===== src/rtl/instruction_fetch_stage.sv =====
// Instruction fetch stage: owns the program counter, drives the word address
// into a combinational-read instruction memory, and captures the returned
// instruction into the IF/ID pipeline register for the decode stage.
// Edge priority is reset > redirect > stall > advance. A redirect always
// leaves exactly one bubble in IF/ID.
module instruction_fetch_stage #(
  parameter int unsigned DATA_WIDTH = 32,
  parameter int unsigned ADDR_WIDTH = 10,
  parameter logic [31:0] RESET_PC   = 32'h0000_0000
) (
  input  logic                  clock,
  input  logic                  reset,
  input  logic                  stall,
  input  logic                  redirect_valid,
  input  logic [31:0]           redirect_target,
  output logic [ADDR_WIDTH-1:0] read_address,
  input  logic [DATA_WIDTH-1:0] instruction,
  output logic [31:0]           if_pc,
  output logic [31:0]           if_pc_plus4,
  output logic [DATA_WIDTH-1:0] if_instruction,
  output logic                  if_valid,
  output logic                  misaligned_error,
  output logic [31:0]           fetch_count
);

  logic [31:0]           r_pc;
  logic [31:0]           r_if_pc;
  logic [31:0]           r_if_pc_plus4;
  logic [DATA_WIDTH-1:0] r_if_instruction;
  logic                  r_if_valid;
  logic                  r_misaligned_error;
  logic [31:0]           r_fetch_count;

  logic [31:0]           w_pc_plus4;
  logic [31:0]           w_target_aligned;
  logic                  w_target_misaligned;

  // Next sequential PC and the aligned redirect destination; both wrap mod 2^32.
  always_comb begin
    // NOTE: every combinational output is assigned on every path, so no latch can be inferred.
    w_pc_plus4          = r_pc + 32'd4;
    w_target_aligned    = {redirect_target[31:2], 2'b00};
    w_target_misaligned = |redirect_target[1:0];
  end

  // PC and IF/ID register update in priority order: reset, redirect, stall, advance.
  always_ff @(posedge clock) begin
    // NOTE: non-blocking assignments so every register samples pre-edge values of the others.
    if (reset) begin
      r_pc               <= RESET_PC;
      r_if_pc            <= '0;
      r_if_pc_plus4      <= '0;
      r_if_instruction   <= '0;
      r_if_valid         <= 1'b0;
      r_misaligned_error <= 1'b0;
      r_fetch_count      <= '0;
    end else if (redirect_valid) begin
      // The instruction currently being read is on the wrong path: drop it
      // by inserting a bubble; the IF/ID payload keeps its old contents.
      r_pc       <= w_target_aligned;
      r_if_valid <= 1'b0;
      if (w_target_misaligned) begin
        r_misaligned_error <= 1'b1;
      end
    end else if (!stall) begin
      r_if_pc          <= r_pc;
      r_if_pc_plus4    <= w_pc_plus4;
      r_if_instruction <= instruction;
      r_if_valid       <= 1'b1;
      r_pc             <= w_pc_plus4;
      r_fetch_count    <= r_fetch_count + 32'd1;
    end
  end

  // Memory address comes straight from the PC register; high PC bits alias.
  assign read_address     = r_pc[ADDR_WIDTH+1:2];

  assign if_pc            = r_if_pc;
  assign if_pc_plus4      = r_if_pc_plus4;
  assign if_instruction   = r_if_instruction;
  assign if_valid         = r_if_valid;
  assign misaligned_error = r_misaligned_error;
  assign fetch_count      = r_fetch_count;

  // The two low PC bits never address memory; keep them visibly consumed.
  logic w_unused_pc_low;
  assign w_unused_pc_low = ^{r_pc[1:0], r_pc[31:ADDR_WIDTH+2]};

endmodule


===== config.mk =====
export PLATFORM = sky130hd
export DESIGN_NAME = instruction_fetch_stage
export DESIGN_NICKNAME = d
export VERILOG_FILES = /design/src/rtl/instruction_fetch_stage.sv
export SDC_FILE = /design/constraint.sdc
export NUM_CORES = 1
export LEC_CHECK = 0
export CAP_MARGIN = 40
export CORE_UTILIZATION = 48
export DETAILED_ROUTE_END_ITERATION = 8
export PLACE_DENSITY = 0.81
export RECOVER_POWER = 50
export SYNTH_ARGS = -nofsm -noshare
export SYNTH_HDL_FRONTEND = slang
export SYNTH_SLANG_ARGS = --single-unit

===== constraint.sdc =====
create_clock -name clock -period 2.3 [get_ports clock]
set_input_delay 0.23 -clock clock [delete_from_list [all_inputs] [get_ports clock]]
set_output_delay 0.23 -clock clock [all_outputs]
set_load 0.01 [all_outputs]

==> impl_metrics.py, run 1 <==
metrics = {
    "run_status": {
        "status": "complete, no violations",
    },
    "detailed_routing": {
        "totalWireLength_um": 21400,
        "drtAntennaViolNets": 0,
        "first_pass_iters": 6,
        "vias": 7426,
        "vias_per_cell": 5.82,
        "drc_errors": 0,
        "wl_per_cell_um": 16.8,
        "drtIter0Drc": 592,
    },
    "cts": {
        "cts_tree": "yes",
        "clkLatencyLatePin_ns": 0.42,
        "cts_resized": 0,
        "cts_sinks": 156,
        "clk_pin_slew_ns": 0.06,
        "htreeDepth": 4,
        "numCtsBuffers": 17,
        "cts_max_path_buffers": 2,
        "holdBufCountCts": 0,
        "clockRootBuffer": "clkbuf_16",
    },
    "timing": {
        "slew_viol_final": 0,
        "tightestPinTransition_ns": 0.667,
        "hold_ws_ns": 0.228,
        "hold_viol": 0,
        "tns_ns": 0,
        "min_period_ns": 2.13,
        "clock.fmax_ghz": 0.469,
        "fin_crit_sh": 0.927,
        "setup_viol": 0,
        "fin_skew_ns": 0.0113,
        "rsz0062_at_grt": "false",
        "relSlewSlack": 0.555,
    },
    "placed_design": {
        "gp_congestion": 0.875,
        "numPortBuffers": 203,
        "placed_area_mm2": 0.00946,
        "dp.final_hpwl_um": 15000,
    },
    "critical_path": {
        "crit_path_start_kind": "register",
        "timing.reg2reg.setup_slack_ns": 0.17,
        "crit_path_max_fanout": 10,
        "critPathKind": "reg -> reg",
        "crit_required_ns": 2.63,
        "cp-end-kind": "register",
        "arrival_ns": 2.46,
    },
    "pwr": {
        "irDropWorstVdd_mv": 0.518,
        "finalPower_mw": 6.77,
        "pwr-share-comb": 0.111,
        "intPower_mw": 5.18,
        "p_leak_nw": 3.81,
        "p_sw_mw": 1.59,
        "power.share.sequential": 0.432,
        "swShare": 0.234,
        "power_frac_clock": 0.457,
        "power_density_mw_per_mm2": 670,
    },
    "synthesis": {
        "synth_area_leaders": "dfxtp_1, nand2_1, a21oi_1",
        "synth-edff-count": 0,
        "ys_warn_count": 0,
        "synth_cells": 889,
        "avgSynthCellArea_um2": 8.07,
        "yosysTopAreaCell": "dfxtp_1",
        "synth_top_flop_cell": "dfxtp_1",
        "synth_seq_cells": 156,
        "async_flop_share": 0,
        "synth_most_common_cell": "dfxtp_1",
        "yosysUniqueCellTypes": 55,
        "yosysTopAreaCellShare": 0.435,
        "syn_area_mm2": 0.00717,
        "ys_seq_area_frac": 0.435,
        "synth_commonest_cells": "dfxtp_1, nand2_1, a21oi_1",
    },
    "global_routing": {
        "grt_pass1_vias": 6925,
        "grt_max_degree": 86,
        "antenna_found_initial": 0,
        "gr-usage-all-layers": 0.276,
        "grt.overflow.total": 0,
        "grt_pass1_wl_um": 34600,
    },
    "floorplanning": {
        "core-area_mm2": 0.0145,
        "die_area_mm2": 0.0154,
        "io_pins": 208,
        "dieHeight_um": 124,
        "num_rows": 44,
        "initial_core_util": 0.494,
        "die_x_um": 124,
    },
    "cells_and_area": {
        "design_area_mm2": 0.0101,
        "layout-drive-gt1-share": 0.0879,
        "antennaDiodeCount": 0,
        "nNetsFinal": 1149,
        "syn_to_final_growth_pct": 40.9,
    },
    "min_path": {
        "worstHoldPathType": "in -> reg",
    },
    "job": {
        "drv_cap": 0,
    },
}
## power by group through the flow
stage	registers, mW	logic [mW]	clock network [mW]
2_1_floorplan	2.97	0.371	0
3_3_place_gp	2.98	0.765	0
3_5_place_dp	2.98	0.774	0
4_1_cts	2.92	0.781	3.13
5_1_grt	2.94	0.811	3.25
6_report	2.92	0.751	3.10
## state kept, by name, summed over array words and instances (netlist names)
name and count:
if_pc 30, if_valid 1, misaligned_error 1, if_pc_plus4 30, if_instruction 32, fetch_count 32
r_pc 30
## worst paths after layout
check | from | end | cells past startpoint
worst max-delay path | r_pc[5] | if_pc_plus4[25] | 4
worst min-delay path | reset | fetch_count[6] | 2
worst max register to register | r_pc[5] | if_pc_plus4[25] | 4
worst min register to register | if_pc[8] | if_pc[8] | 2
## stage by stage
step / utilization / instances / setup WS [ns]
floorplan: - / 892 / 0.334
global placement: 0.651 / 1241 / 0.0814
detailed placement: 0.651 / 1241 / 0.0450
CTS: 0.696 / 1273 / 0.175
global route: 0.695 / 1276 / 0.0753
finish: 0.695 / 1276 / 0.168
## timing repair
item / CTS / global route
setup buffers: 0 / 3
setup endpoints to repair: 0 / 1
endpoints found under the hold margin: 0 / 0
## cells by family after synthesis
| kind of cell | after synthesis | synth area share |
|---|---|---|
| other | 1 | 0.000523 |
| multiplexers | 3 | 0.00453 |
| AND/OR/NAND/NOR | 395 | 0.275 |
| adder cells (fa/ha/maj) | 2 | 0.00349 |
| XOR/XNOR | 28 | 0.0342 |
| AO/OA/AOI/OAI | 196 | 0.174 |
| flip-flops | 156 | 0.435 |
| buffers and inverters | 108 | 0.0738 |
## metal layers
| layer | up-vias | routed length (um) | track usage | share of wire |
|---|---|---|---|---|
| li1 | 3550 | - | - | - |
| met1 | 3505 | 8790 | 0.339 | 0.41 |
| met2 | 318 | 10300 | 0.449 | 0.48 |
| met3 | 53 | 1680 | 0.0720 | 0.078 |
| met4 | 0 | 697 | 0.130 | 0.033 |
| met5 | - | 0 | 0 | 0 |
## critical path, cell delays in order (launching register included)
cell      delay [ns]
dfxtp_1         0.51
and4_1          0.29
nand4_1         0.42
or4_1           0.56
a311oi_1        0.26
## area by class of cell
| type | instances | area, um2 |
|---|---|---|
| Clock inverter | 10 | 186 |
| Multi-Input combinational cell | 628 | 3530 |
| Sequential cell | 156 | 3120 |
| Timing Repair Buffer | 259 | 2510 |
| Clock buffer | 22 | 464 |
| Tap cell | 184 | 230 |
| Inverter | 17 | 63.8 |
| Fill cell | 1154 | 4430 |
## placed cells by master (no fill, tap or decap), types with 4 or more instances in the layout
| cell | count |
|---|---|
| a2111oi_0 | 5 |
| a211oi_1 | 24 |
| a21oi_1 | 90 |
| a311oi_1 | 25 |
| and3_1 | 9 |
| and4_1 | 12 |
| buf_12 | 6 |
| buf_4 | 47 |
| bufinv_16 | 5 |
| clkbuf_1 | 7 |
| clkbuf_16 | 17 |
| clkdlybuf4s50_1 | 84 |
| conb_1 | 4 |
| dfxtp_1 | 156 |
| dlygate4sd3_1 | 118 |
| inv_1 | 17 |
| nand2_1 | 152 |
| nand3_1 | 29 |
| nand4_1 | 22 |
| nor2_1 | 66 |
| nor2b_1 | 7 |
| nor3_1 | 17 |
| nor4_1 | 22 |
| o21ai_0 | 22 |
| o31ai_1 | 15 |
| or3_1 | 20 |
| or4_1 | 14 |
| xnor2_1 | 18 |
| xor2_1 | 10 |
No activity file was read; power rests on OpenSTA's default activity.
==> inputs of run 2 (changes only) <==
--- a/config.mk
+++ b/config.mk
@@ -7,8 +7,9 @@
 export LEC_CHECK = 0
 export CAP_MARGIN = 40
 export CORE_UTILIZATION = 48
+export CTS_CLUSTER_DIAMETER = 60
 export DETAILED_ROUTE_END_ITERATION = 8
-export PLACE_DENSITY = 0.81
+export PLACE_DENSITY = 0.87
 export RECOVER_POWER = 50
 export SYNTH_ARGS = -nofsm -noshare
 export SYNTH_HDL_FRONTEND = slang
==> run 2 against run 1 <==
Net effect:
- cell area fell by 0.83%
- largest power group unchanged
- via count increased by 1.5%
- final cell count fell by 0.47%
- die area stayed put
- highest routed layer unchanged
- hold slack improved by 0.018 ns
- sequential power is essentially flat
- setup slack improved by 0.040 ns
- non-clock buffer count fell by 6
==> impl_metrics.py, run 2 (same netlist as run 1, synthesis figures left out) <==
metrics = {
    "cts": {
        "clkLatencyLatePin_ns": 0.43,
        "cts_tree": "yes",
        "clk_pin_slew_ns": 0.06,
        "holdBufCountCts": 0,
        "cts_resized": 0,
        "cts_max_path_buffers": 2,
        "numCtsBuffers": 17,
        "clockRootBuffer": "clkbuf_16",
        "cts_sinks": 156,
        "htreeDepth": 4,
        "cts_setup_buffers": 0,
    },
    "pwr": {
        "power_frac_clock": 0.452,
        "power_density_mw_per_mm2": 669,
        "swShare": 0.251,
        "finalPower_mw": 6.71,
        "irDropWorstVdd_mv": 0.509,
        "intPower_mw": 5.03,
        "p_sw_mw": 1.68,
        "power.share.sequential": 0.436,
        "p_leak_nw": 3.77,
        "pwr-share-comb": 0.112,
    },
    "cells_and_area": {
        "layout-drive-gt1-share": 0.0866,
        "nNetsFinal": 1143,
        "syn_to_final_growth_pct": 39.7,
        "final_common_cell": "dfxtp_1",
        "final_cell_mix": "dfxtp_1, nand2_1, dlygate4sd3_1",
        "utilization": 0.690,
        "stdcell_count": 1270,
        "antennaDiodeCount": 0,
    },
    "timing": {
        "setup_viol": 0,
        "fin_skew_ns": 0.00673,
        "tightestPinTransition_ns": 0.629,
        "rsz0062_at_grt": "false",
        "tns_ns": 0,
        "slew_viol_final": 0,
        "hold_viol": 0,
        "fin_crit_sh": 0.910,
        "relSlewSlack": 0.578,
        "hold_ws_ns": 0.246,
        "min_period_ns": 2.09,
        "clock.fmax_ghz": 0.478,
    },
    "detailed_routing": {
        "drtIter0Drc": 701,
        "vias_per_cell": 5.93,
        "drc_errors": 0,
        "totalWireLength_um": 21700,
        "drtAntennaViolNets": 0,
        "vias": 7536,
        "wl_per_cell_um": 17.1,
        "first_pass_iters": 7,
    },
    "floorplanning": {
        "dieHeight_um": 124,
        "core-area_mm2": 0.0145,
        "die_x_um": 124,
        "die_area_mm2": 0.0154,
        "initial_core_util": 0.494,
        "io_pins": 208,
        "num_rows": 44,
    },
    "critical_path": {
        "critPathTopFamily": "compound AO/OA/AOI/OAI gates",
        "crit_path_start_kind": "register",
        "timing.reg2reg.setup_slack_ns": 0.21,
        "crit_path_max_fanout": 15,
        "cpMaxStageDelayCell": "dfxtp_1",
        "worst-path-buf-inv": 1,
        "cp_num_cells": 6,
        "crit_required_ns": 2.59,
        "r2r_end": "if_pc_plus4[26]",
        "cp_cell_sequence": "ha_1 > nand4_2 > nor2_1 > buf_4 > a311oi_1 > a2111oi_0",
        "r2r-start": "r_pc[2]",
        "cp-end-kind": "register",
        "worstSetupEndpoint": "if_pc_plus4[26]",
        "arrival_ns": 2.38,
        "max_stage_delay_ns": 0.45,
        "rr_worst_depth": 6,
        "critPathKind": "reg -> reg",
        "startpoint": "r_pc[2]",
    },
    "global_routing": {
        "gr-usage-all-layers": 0.281,
        "grt.overflow.total": 0,
        "antenna_found_initial": 0,
        "grt_pass1_wl_um": 35200,
        "grt_max_degree": 89,
        "grt_pass1_vias": 7048,
    },
    "placed_design": {
        "dp.cells": 1238,
        "dp.final_hpwl_um": 15000,
        "numPortBuffers": 203,
        "gp_congestion": 0.888,
    },
    "run_status": {
        "status": "complete, no violations",
    },
    "job": {
        "drv_cap": 0,
    },
    "min_path": {
        "worstHoldPathType": "in -> reg",
    },
}
run 2: routing by layer:
metal  up-vias  GRT usage  part of all wire
li1       3541          -                 -
met1      3528      0.333              0.40
met2       387      0.459              0.48
met3        80     0.0793             0.082
met4         0      0.150             0.043
met5         -          0                 0
run 2: how the worst min path moves through the flow:
stage,to,cells past startpoint,start
global route,if_pc[15],2,reset
finish,if_pc_plus4[2],2,reset
global placement,misaligned_error,2,misaligned_error
CTS,r_pc[3],2,reset
floorplan,if_instruction[0],2,instruction[0]
detailed placement,if_pc[18],2,if_pc[18]
run 2: layout make-up:
| cell class | count | area (um2) |
|---|---|---|
| clock inverters | 15 | 210 |
| repair buffers | 253 | 2430 |
| flip-flops and latches | 156 | 3120 |
| fillers | 1100 | 4510 |
| inverters | 17 | 63.8 |
| well taps | 184 | 230 |
| multi-input cells | 628 | 3540 |
| clock buffers | 17 | 425 |
run 2: power groups by stage:
stage               Sequential, mW  Combinational (mW)  Clock, mW
floorplan                     2.97               0.371          0
global placement              2.98               0.757          0
detailed placement            2.98               0.768          0
CTS                           2.92               0.777       3.05
global route                  2.94               0.808       3.20
finish                        2.92               0.749       3.03
run 2: per-stage QoR:
| step | setup WS, ns | cell area (um2) |
|---|---|---|
| finish | 0.207 | 10000 |
| global route | 0.0811 | 10000 |
| CTS | 0.258 | 10000 |
| detailed placement | -0.0213 | 9410 |
| global placement | 0.0342 | 9410 |
| floorplan | 0.334 | 7180 |
==> inputs of run 3 (changes only) <==
--- a/config.mk
+++ b/config.mk
@@ -11,6 +11,7 @@
 export DETAILED_ROUTE_END_ITERATION = 8
 export PLACE_DENSITY = 0.87
 export RECOVER_POWER = 50
+export SETUP_SLACK_MARGIN = 0.2
 export SYNTH_ARGS = -nofsm -noshare
 export SYNTH_HDL_FRONTEND = slang
 export SYNTH_SLANG_ARGS = --single-unit
==> run 3 against run 2 <==
Net effect:
- sequential cell count is the same
- sequential share of layout area shrank 0.13 points
- register-to-register slack is essentially flat
- first-iteration DRC count shrank 0.14%
- critical path type unchanged
- clock skew shrank 0.00050 ns
- combinational power is essentially flat
- wire length grew 1.4%
==> impl_metrics.py, run 3 (same netlist as run 1, synthesis figures left out) <==
metrics = {
    "detailed_routing": {
        "vias": 7491,
        "drtAntennaViolNets": 0,
        "drtIter0Drc": 700,
        "totalWireLength_um": 22000,
        "drc_errors": 0,
        "vias_per_cell": 5.88,
        "wl_per_cell_um": 17.3,
        "first_pass_iters": 5,
    },
    "min_path": {
        "worstHoldPathType": "in -> reg",
        "hold-path-cell-count": 2,
    },
    "cts": {
        "clk_pin_slew_ns": 0.07,
        "htreeDepth": 4,
        "clkLatencyLatePin_ns": 0.43,
        "holdBufCountCts": 0,
        "cts_sinks": 156,
        "numCtsBuffers": 17,
        "cts_tree": "yes",
        "cts_max_path_buffers": 2,
        "clockRootBuffer": "clkbuf_16",
    },
    "placed_design": {
        "numPortBuffers": 203,
        "gp_congestion": 0.888,
        "dp.final_hpwl_um": 15000,
    },
    "timing": {
        "setup_viol": 0,
        "tightestPinTransition_ns": 0.616,
        "hold_viol": 0,
        "slew_viol_final": 0,
        "relSlewSlack": 0.589,
        "fin_skew_ns": 0.00623,
        "fin_crit_sh": 0.904,
        "rsz0062_at_grt": "true",
        "clock.fmax_ghz": 0.481,
        "min_period_ns": 2.08,
        "tns_ns": 0,
    },
    "floorplanning": {
        "initial_core_util": 0.494,
        "die_x_um": 124,
        "die_area_mm2": 0.0154,
        "num_rows": 44,
        "dieHeight_um": 124,
        "core-area_mm2": 0.0145,
        "io_pins": 208,
    },
    "global_routing": {
        "grt_max_degree": 89,
        "antenna_found_initial": 0,
        "gr-usage-all-layers": 0.281,
        "grt_pass1_wl_um": 35200,
        "grt_pass1_vias": 7048,
        "grt.overflow.total": 0,
    },
    "pwr": {
        "power_density_mw_per_mm2": 665,
        "irDropWorstVdd_mv": 0.509,
        "p_leak_nw": 3.78,
    },
    "job": {
        "drv_cap": 0,
    },
    "cells_and_area": {
        "nNetsFinal": 1147,
        "final_cell_mix": "nand2_1, dfxtp_1, dlygate4sd3_1",
        "syn_to_final_growth_pct": 40.6,
        "final_common_cell": "nand2_1",
        "layout-drive-gt1-share": 0.0982,
        "utilization": 0.694,
        "antennaDiodeCount": 0,
    },
    "critical_path": {
        "critPathKind": "reg -> reg",
        "rr_worst_depth": 7,
        "cp-end-kind": "register",
        "crit_path_max_fanout": 7,
        "crit_path_start_kind": "register",
        "crit_required_ns": 2.66,
        "arrival_ns": 2.44,
    },
    "run_status": {
        "status": "complete, no violations",
    },
}
## run 3: routing by layer
layer | GRT usage | vias to the layer above | share of wire
met5 | 0 | - | 0
met4 | 0.150 | 0 | 0.044
met3 | 0.0793 | 78 | 0.087
met2 | 0.459 | 389 | 0.48
met1 | 0.333 | 3479 | 0.39
li1 | - | 3545 | -
## run 3: power breakdown
| part | switching, mW | internal, mW |
|---|---|---|
| registers | 0.108 | 2.82 |
| clock network | 1.19 | 1.84 |
| logic | 0.378 | 0.373 |
## run 3: worst max-delay path: stages (launching register included)
cell	delay (ns)
dfxtp_1	0.44
ha_1	0.19
nor3b_1	0.28
buf_4	0.20
nand4_1	0.14
buf_4	0.20
or4_1	0.40
a21oi_1	0.15
## run 3: cell type report
cell class / instances / area [um2]
Clock buffer: 17 / 425
Clock inverter: 15 / 210
Fill cell: 1089 / 4450
Inverter: 17 / 63.8
Multi-Input combinational cell: 628 / 3560
Sequential cell: 156 / 3130
Tap cell: 184 / 230
Timing Repair Buffer: 257 / 2460
## run 3: path summary, 6_finish.rpt
kind,startpoint,endpoint,slack [ns]
worst min-delay path,reset,if_pc_plus4[2],0.24
worst min register to register,if_instruction[28],if_instruction[28],0.45
worst max register to register,fetch_count[0],fetch_count[22],0.22
worst max-delay path,fetch_count[0],fetch_count[22],0.22
## run 3: metrics by stage
step | cells | cell area, um2 | hold WS [ns] | power, mW | worst slack, ns
floorplan | 892 | 7180 | 0.363 | 3.35 | 0.334
global placement | 1238 | 9410 | 0.433 | 3.73 | 0.0342
detailed placement | 1238 | 9410 | 0.445 | 3.75 | -0.0213
CTS | 1270 | 10000 | 0.229 | 6.76 | 0.258
global route | 1274 | 10100 | 0.249 | 6.95 | 0.101
finish | 1274 | 10100 | 0.245 | 6.70 | 0.221
## run 3: what timing repair did
item	in CTS	in global routing
buffers inserted	0	4
gates resized for setup	0	11
endpoints found under the setup margin	0	14
